[src/rtl/i2s_pkg.sv]
// Shared I2S frame constants and receiver state encoding.
// Used by both the receive and transmit paths so slot widths stay matched.
package i2s_pkg;

    localparam int I2S_WORD    = 32;
    localparam int I2S_BITSIZE = 16;

    localparam logic CH_LEFT  = 1'b0;
    localparam logic CH_RIGHT = 1'b1;

    typedef enum logic [1:0] {
        SYNC,
        LEFT,
        RIGHT
    } rx_state_e;

endpackage

[src/rtl/i2s_slot_deser.sv]
// Per-slot deserialiser: MSB-first shift with bit and slot-length counters.
// Restarts on every lrclk edge; the edge cycle carries the previous LSB.
module i2s_slot_deser
    import i2s_pkg::*;
#(
    parameter int BITSIZE = I2S_BITSIZE,
    parameter int WORD    = I2S_WORD
) (
    input  logic               sclk,
    input  logic               rst,
    input  logic               edge_i,
    input  logic               sdata_i,
    output logic [BITSIZE-1:0] word_o,
    output logic               bit_full_o,
    output logic               len_ok_o
);

    localparam int CW = $clog2(BITSIZE + 1);
    localparam int LW = $clog2(2 * WORD + 1);

    localparam logic [CW-1:0] CNT_FULL = CW'(BITSIZE);
    localparam logic [LW-1:0] LEN_SAT  = LW'(2 * WORD);
    localparam logic [LW-1:0] LEN_NOM  = LW'(WORD);

    logic [CW-1:0]      bit_cnt_q, bit_cnt_d;
    logic [LW-1:0]      slot_len_q, slot_len_d;
    logic [BITSIZE-1:0] shift_q, shift_d;

    always_comb begin
        bit_cnt_d  = bit_cnt_q;
        slot_len_d = slot_len_q;
        shift_d    = shift_q;
        if (edge_i) begin
            bit_cnt_d  = '0;
            shift_d    = '0;
            slot_len_d = LW'(1);
        end else begin
            if (bit_cnt_q != CNT_FULL) begin
                shift_d   = {shift_q[BITSIZE-2:0], sdata_i};
                bit_cnt_d = bit_cnt_q + CW'(1);
            end
            if (slot_len_q != LEN_SAT) begin
                slot_len_d = slot_len_q + LW'(1);
            end
        end
    end

    always_ff @(posedge sclk) begin
        if (rst) begin
            bit_cnt_q  <= '0;
            slot_len_q <= '0;
            shift_q    <= '0;
        end else begin
            bit_cnt_q  <= bit_cnt_d;
            slot_len_q <= slot_len_d;
            shift_q    <= shift_d;
        end
    end

    assign word_o     = shift_q;
    assign bit_full_o = (bit_cnt_q == CNT_FULL);
    assign len_ok_o   = (slot_len_q == LEN_NOM);

endmodule

[src/rtl/i2s_rx.sv]
// I2S receiver: aligns to a left-slot start and publishes stereo pairs.
// Left word is held until the right word completes, then both update together.
module i2s_rx
    import i2s_pkg::*;
#(
    parameter int BITSIZE = I2S_BITSIZE,
    parameter int WORD    = I2S_WORD
) (
    input  logic               sclk,
    input  logic               rst,
    input  logic               lrclk,
    input  logic               sdata,
    output logic [BITSIZE-1:0] left_chan,
    output logic [BITSIZE-1:0] right_chan,
    output logic               sample_valid,
    output logic               locked,
    output logic               frame_err
);

    logic lrclk_q;
    logic fall;
    logic rise;
    logic lr_edge;

    logic [BITSIZE-1:0] word;
    logic               bit_full;
    logic               len_ok;

    rx_state_e state_q, state_d;

    logic [BITSIZE-1:0] left_hold_q, left_hold_d;
    logic [BITSIZE-1:0] left_q, left_d;
    logic [BITSIZE-1:0] right_q, right_d;
    logic               valid_q, valid_d;
    logic               locked_q, locked_d;
    logic               err_q, err_d;
    logic               bad_q, bad_d;

    assign fall    = (lrclk_q == CH_RIGHT) && (lrclk == CH_LEFT);
    assign rise    = (lrclk_q == CH_LEFT) && (lrclk == CH_RIGHT);
    assign lr_edge = fall | rise;

    i2s_slot_deser #(
        .BITSIZE (BITSIZE),
        .WORD    (WORD)
    ) u_deser (
        .sclk       (sclk),
        .rst        (rst),
        .edge_i     (lr_edge),
        .sdata_i    (sdata),
        .word_o     (word),
        .bit_full_o (bit_full),
        .len_ok_o   (len_ok)
    );

    always_ff @(posedge sclk) begin
        if (rst) begin
            lrclk_q     <= 1'b0;
            state_q     <= SYNC;
            left_hold_q <= '0;
            left_q      <= '0;
            right_q     <= '0;
            valid_q     <= 1'b0;
            locked_q    <= 1'b0;
            err_q       <= 1'b0;
            bad_q       <= 1'b0;
        end else begin
            lrclk_q     <= lrclk;
            state_q     <= state_d;
            left_hold_q <= left_hold_d;
            left_q      <= left_d;
            right_q     <= right_d;
            valid_q     <= valid_d;
            locked_q    <= locked_d;
            err_q       <= err_d;
            bad_q       <= bad_d;
        end
    end

    always_comb begin
        state_d = state_q;
        unique case (state_q)
            SYNC:    if (fall) state_d = LEFT;
            LEFT:    if (rise) state_d = RIGHT;
            RIGHT:   if (fall) state_d = LEFT;
            default: state_d = SYNC;
        endcase
    end

    always_comb begin
        left_hold_d = left_hold_q;
        left_d      = left_q;
        right_d     = right_q;
        valid_d     = 1'b0;
        locked_d    = locked_q;
        err_d       = err_q;
        bad_d       = bad_q;
        // Partial slots seen while still hunting are not errors.
        if (lr_edge && state_q != SYNC && !len_ok) begin
            err_d = 1'b1;
        end
        unique case (state_q)
            SYNC: begin
                if (fall) locked_d = 1'b1;
            end
            LEFT: begin
                if (rise) begin
                    if (bit_full) begin
                        left_hold_d = word;
                    end else begin
                        err_d = 1'b1;
                        bad_d = 1'b1;
                    end
                end
            end
            RIGHT: begin
                if (fall) begin
                    if (!bad_q && bit_full) begin
                        left_d  = left_hold_q;
                        right_d = word;
                        valid_d = 1'b1;
                    end else begin
                        err_d = 1'b1;
                    end
                    bad_d = 1'b0;
                end
            end
            default: ;
        endcase
    end

    assign left_chan    = left_q;
    assign right_chan   = right_q;
    assign sample_valid = valid_q;
    assign locked       = locked_q;
    assign frame_err    = err_q;

endmodule

[config.mk]
export PLATFORM = sky130hd
export DESIGN_NAME = i2s_rx
export DESIGN_NICKNAME = d
export VERILOG_FILES = /design/src/rtl/i2s_pkg.sv /design/src/rtl/i2s_slot_deser.sv /design/src/rtl/i2s_rx.sv
export SDC_FILE = /design/constraint.sdc
export NUM_CORES = 1
export LEC_CHECK = 0
export ABC_AREA = 1
export CAP_MARGIN = 15
export CORE_MARGIN = 2
export CORE_UTILIZATION = 31
export CTS_CLUSTER_DIAMETER = 120
export DETAILED_ROUTE_END_ITERATION = 8
export PLACE_DENSITY = 0.51
export SYNTH_ARGS = -nofsm -noshare
export SYNTH_HDL_FRONTEND = slang
export SYNTH_HIERARCHICAL = 1
export SYNTH_SLANG_ARGS = --single-unit
[constraint.sdc]
create_clock -name sclk -period 2 [get_ports sclk]
set_clock_uncertainty 0.1 [all_clocks]
set_input_delay 0.4 -clock sclk [delete_from_list [all_inputs] [get_ports sclk]]
set_output_delay 0.4 -clock sclk [all_outputs]
set_load 0.03 [all_outputs]
== Word level (Yosys, flattened, before mapping) ==
Cells that the tools add are included.

* Flip-flop bits (word level): 83
* Word-level logic and storage cells: 65
* Output and inout bits: 35
* Input port bits: 4

* Reduce and logical (&&, ||, !) cells: 19
* Equal/unequal tests: 10
* Bitwise gates (word level): 5
* Add/subtract/negate cells: 2
* Multiplexer cells: 16

{| class="wikitable"
|+ Operator list
! cell !! count
|-
| $mux W1 || 11
|-
| $add A7 B1 Y7 const B || 1
|-
| $eq A7 B6 Y1 const B || 1
|-
| $ne A7 B7 Y1 const B || 1
|-
| $ne A2 B2 Y1 const B || 3
|-
| $reduce_and A3 Y1 || 2
|-
| $reduce_bool A2 Y1 || 3
|-
| $add A5 B1 Y5 const B || 1
|-
| $eq A5 B5 Y1 const B || 1
|-
| $logic_and A1 B1 Y1 || 5
|-
| $ne A5 B5 Y1 const B || 1
|-
| $mux W2 || 2
|-
| $not A1 Y1 || 4
|-
| $pmux W1 S2 || 2
|-
| $pmux W2 S2 || 1
|-
| $reduce_and A2 Y1 || 2
|-
| $reduce_and A4 Y1 || 1
|-
| $reduce_or A2 Y1 || 2
|-
| $reduce_or A3 Y1 || 1
|-
| $eq A2 B1 Y1 const B || 1
|-
| $eq A2 B2 Y1 const B || 1
|-
| $logic_not A1 Y1 || 2
|-
| $logic_not A2 Y1 || 1
|-
| $ne A2 B1 Y1 const B || 1
|-
| $or A1 B1 Y1 || 1
|}

== Depth between registers and ports, before layout ==
* Depth after elaboration: 9
* Gate-level depth with buffers: 12

== Modules after synthesis ==
The synthesis kept the hierarchy.

{| class="wikitable"
|+ Modules (own cells, without submodules)
! module !! sequential area each (µm²) !! cells an instance !! area each (µm²) !! times used
|-
| i2s_rx || 1,101.1 || 273 || 2,192.1 || 1
|-
| i2s_slot_deser || 560.5 || 145 || 1,156.1 || 1
|}

== Least setup slack after synthesis ==
OpenSTA, ideal clock, no wires.

* Path kind: register to register
* From: register u_deser.bit_cnt_q[1]
* To: register left_q[0], in the netlist left_chan[0]
* Stages on the path, launching flop included: 13
* Arrival: 1.544 ns
* Data required time: 1.768 ns
* Buffers on the path: 3
* Slack: 0.224 ns
* Library setup time: 0.132 ns
* Cell sequence: dfxtp_1 > inv_1 > ha_1 > nand3_4 > inv_2 > buf_6 > buf_6 > nand2_4 > nor2_8 > nand2_4 > buf_6 > nand2_1 > a21oi_1

* Cells in the longest elaborated chain, start to end: 3

{| class="wikitable"
|+ Ends and longest elaborated chain
! element !! RTL line !! RTL
|-
| from (decl) || i2s_slot_deser.sv:25 || <nowiki>logic [CW-1:0] bit_cnt_q, bit_cnt_d;</nowiki>
|-
| from (signal assigned) || i2s_slot_deser.sv:54 || <nowiki>bit_cnt_q <= bit_cnt_d;</nowiki>
|-
| $eq A5 B5 Y1 || i2s_slot_deser.sv:61 || <nowiki>assign bit_full_o = (bit_cnt_q == CNT_FULL);</nowiki>
|-
| named net bit_full || i2s_rx.sv:26 || <nowiki>logic bit_full;</nowiki>
|-
| $logic_and A1 B1 Y1 || i2s_rx.sv:118 || <nowiki>if (!bad_q && bit_full) begin</nowiki>
|-
| $reduce_and A3 Y1 (no line) || n/a ||
|-
| to (signal assigned) || i2s_rx.sv:71 || <nowiki>left_q <= left_d;</nowiki>
|-
| to (decl) || i2s_rx.sv:32 || <nowiki>logic [BITSIZE-1:0] left_q, left_d;</nowiki>
|}

The timed path passes the listed nets, and every way through them passes these cells.
A chain may end at the register's enable or synchronous reset.

== Worst setup path in the final report ==
* From: register right_q[12], in the netlist right_chan[12]
* To: output right_chan[12]

{| class="wikitable"
|+ RTL lines
! element !! RTL line !! RTL
|-
| from (decl) || i2s_rx.sv:33 || <nowiki>logic [BITSIZE-1:0] right_q, right_d;</nowiki>
|-
| from (signal assigned) || i2s_rx.sv:72 || <nowiki>right_q <= right_d;</nowiki>
|-
| to (decl) || i2s_rx.sv:14 || <nowiki>output logic [BITSIZE-1:0] right_chan,</nowiki>
|}

No word-level cell between the ends.

==> flow_summary.ini <==
[pwr]
p_leak_nw = 1.45
powerDensity_mw_per_mm2 = 756
peakVddDrop_v = 0.000245

[global_route]
grt_use_met1_pct = 18.2
track_usage_pct = 13.5
top_usage_layer = met2
grt_pass1_wl_mm = 12.3
use_met2_pct = 20.8
grt_max_degree = 56
antenna_found_initial = 0
grt.overflow.total = 0
grtUsageMet3_pct = 2.42
grt_pass1_vias = 2605

[setup_path]
path_delay_family = buffers and inverters
cp_num_buf_inv = 1
startpoint_type = flop
crit_arrival_ns = 1.38
crit_path_top_delay_cell = clkdlybuf4s50_1
critPathRequiredTime_ns = 1.50
path_cells = clkdlybuf4s50_1
rr_worst_depth = 9
slowest_delay_ns = 0.68
crit_type = flop to output port
cp_max_fo = 2
r2r-start = u_deser/bit_cnt_q[0]
end_kind = output port
reg2reg_slack_ns = 0.34
r2r-end = right_chan[14]

[status]
outcome = finished clean

[layout]
area_growth_pct = 22.5
final_common_cell = dfxtp_1
fin_cells = 596
drive_gt1_share_pct = 8.70
fin_nets = 469
antenna_cells = 0
num-fill-cells = 1093
final_cell_mix = dfxtp_1 (83), nand2_1 (77), a21oi_1 (57)
fin_util_pct = 39.4

[detailed_routing]
drt_wl_total_mm = 7.27
first_pass_iters = 4
vias = 2746
via_per_inst = 4.61
drt-initial-drc-count = 135
wl_per_cell_um = 12.2
drtAntennaViolNets = 0
drcViolationCount = 0

[logic_synthesis]
yosys_warnings = 6
synth_edf_count = 0
synth_cell_types = 28
ys.flop_type = dfxtp_1
ys_seq_elements = 83
syn-num-nets = 431
syn_avg_cell_area_um2 = 8.01
ys_async_sr_fraction_pct = 0
syn_area_mm2 = 0.00335
synth_cells = 418
ys_seq_area_share_pct = 49.6

[worst_hold_path]
holdPathEnd = right_chan[15]
min_from = right_chan[15]
holdPathStages = 2
hold_path_class = flop to flop

[timing]
fin_crit_sh_pct = 94.0
tightest_slew_ns = 0.422
final-max-slew-violation-count = 0
fmax_ghz = 0.532
maxSlewHeadroom_pct = 71.7
finalHoldViolCount = 0
rsz0062_at_grt = no
min_period_ns = 1.88
setup_viol = 0

[die]
rows = 37
io_pins = 39
initial_core_util_pct = 32.1
die_x_um = 108
core-area_mm2 = 0.0104
fp.dieH_um = 108
die_area_mm2 = 0.0116

[place]
dp_cells = 581
globalplace.congestion = 0.767
io_buffer_count = 38
dp_hpwl_mm = 4.87

[cts]
clk_latency_ns = 0.35
cts-root-buf = clkbuf_8
cts_tree = built
htree_levels = 3
clockBufferDepth = 2
hold_buffers = 0
cts-buffers-inserted = 9
cts.sinks = 83
cts_setup_buffers = 0
cts.repair.resized = 0
clk_pin_slew_ns = 0.08

[run]
cap_violations = 0
[synthesized netlist by cell type, types with 2 or more instances]
library cell | number | area [um^2]
a21oi_1 | 57 | 285
buf_2 | 5 | 25.0
buf_6 | 10 | 113
clkbuf_1 | 8 | 30.0
dfxtp_1 | 83 | 1660
ha_1 | 9 | 113
inv_1 | 22 | 82.6
inv_2 | 2 | 7.51
nand2_1 | 77 | 289
nand2_4 | 2 | 22.5
nand3_1 | 54 | 270
nor2_1 | 52 | 195
nor3_1 | 3 | 15.0
o21ai_0 | 17 | 85.1
xnor2_1 | 2 | 17.5
xor2_1 | 3 | 26.3
[metrics by stage]
stage	worst slack (ns)	hold slack [ns]	area [um^2]	TNS [ns]	total power, W
after global routing	0.0678	0.379	4100	0	0.00323
after global placement	-0.0340	0.347	3920	-0.152	0.00198
final	0.120	0.360	4100	0	0.00310
after detailed placement	-0.0726	0.350	3920	-0.563	0.00199
after CTS	0.0807	0.362	4100	0	0.00315
after floorplan	0.224	0.340	3350	0	0.00191
[flip-flops by register name, indices dropped and copies added (netlist names)]
| signal | count |
|---|---|
| lrclk_q | 1 |
| right_chan | 16 |
| u_deser/word_o | 16 |
| left_hold_q | 16 |
| bad_q | 1 |
| left_chan | 16 |
| sample_valid | 1 |
| state_q | 2 |
| frame_err | 1 |
| u_deser/slot_len_q | 7 |
| u_deser/bit_cnt_q | 5 |
| locked | 1 |
[worst max path at each step]
| stage | from | slack [ns] | cells after the start | to |
|---|---|---|---|---|
| global route | right_chan[13] | 0.07 | 1 | right_chan[13] |
| CTS | right_chan[12] | 0.08 | 1 | right_chan[12] |
| floorplan | u_deser/bit_cnt_q[1] | 0.22 | 12 | left_chan[0] |
| detailed placement | lrclk | -0.07 | 8 | u_deser/bit_cnt_q[0] |
| finish | right_chan[12] | 0.12 | 1 | right_chan[12] |
| global placement | lrclk | -0.03 | 8 | u_deser/bit_cnt_q[0] |
[logic make-up (layout without fill, tap and decap cells)]
family,Yosys count,after routing,share of synthesized area [%]
flip-flops,83,83,49.6
buffers and inverters,49,91,8.07
XOR/XNOR,5,5,1.31
AND/OR/NAND/NOR,195,195,25.8
adder cells (fa/ha/maj),9,9,3.36
AO/OA/AOI/OAI,77,77,11.8
[metal layers]
metal  up-vias  routed length (um)
met3        11                 268
met5         -                   0
met4         0                 130
met2        48                3260
li1       1440                   -
met1      1247                3610
[final cells by class]
type                       instances  area, um^2  area share (%)
clock buffer                      10         128            3.11
tap                              136         170            4.15
multi-input combinational        286        1420            34.5
timing repair buffer              52         581            14.2
clock inverter                     5        55.1            1.34
inverter                          24        90.1            2.20
sequential                        83        1660            40.5
[where the power goes]
group / leakage [nW] / switching (W) / internal (W)
Sequential: 0.670 / 0.0000193 / 0.00167
Clock: 0.0881 / 0.000590 / 0.000566
Combinational: 0.690 / 0.000155 / 0.0000958
Power figures use the tool's default switching activity.
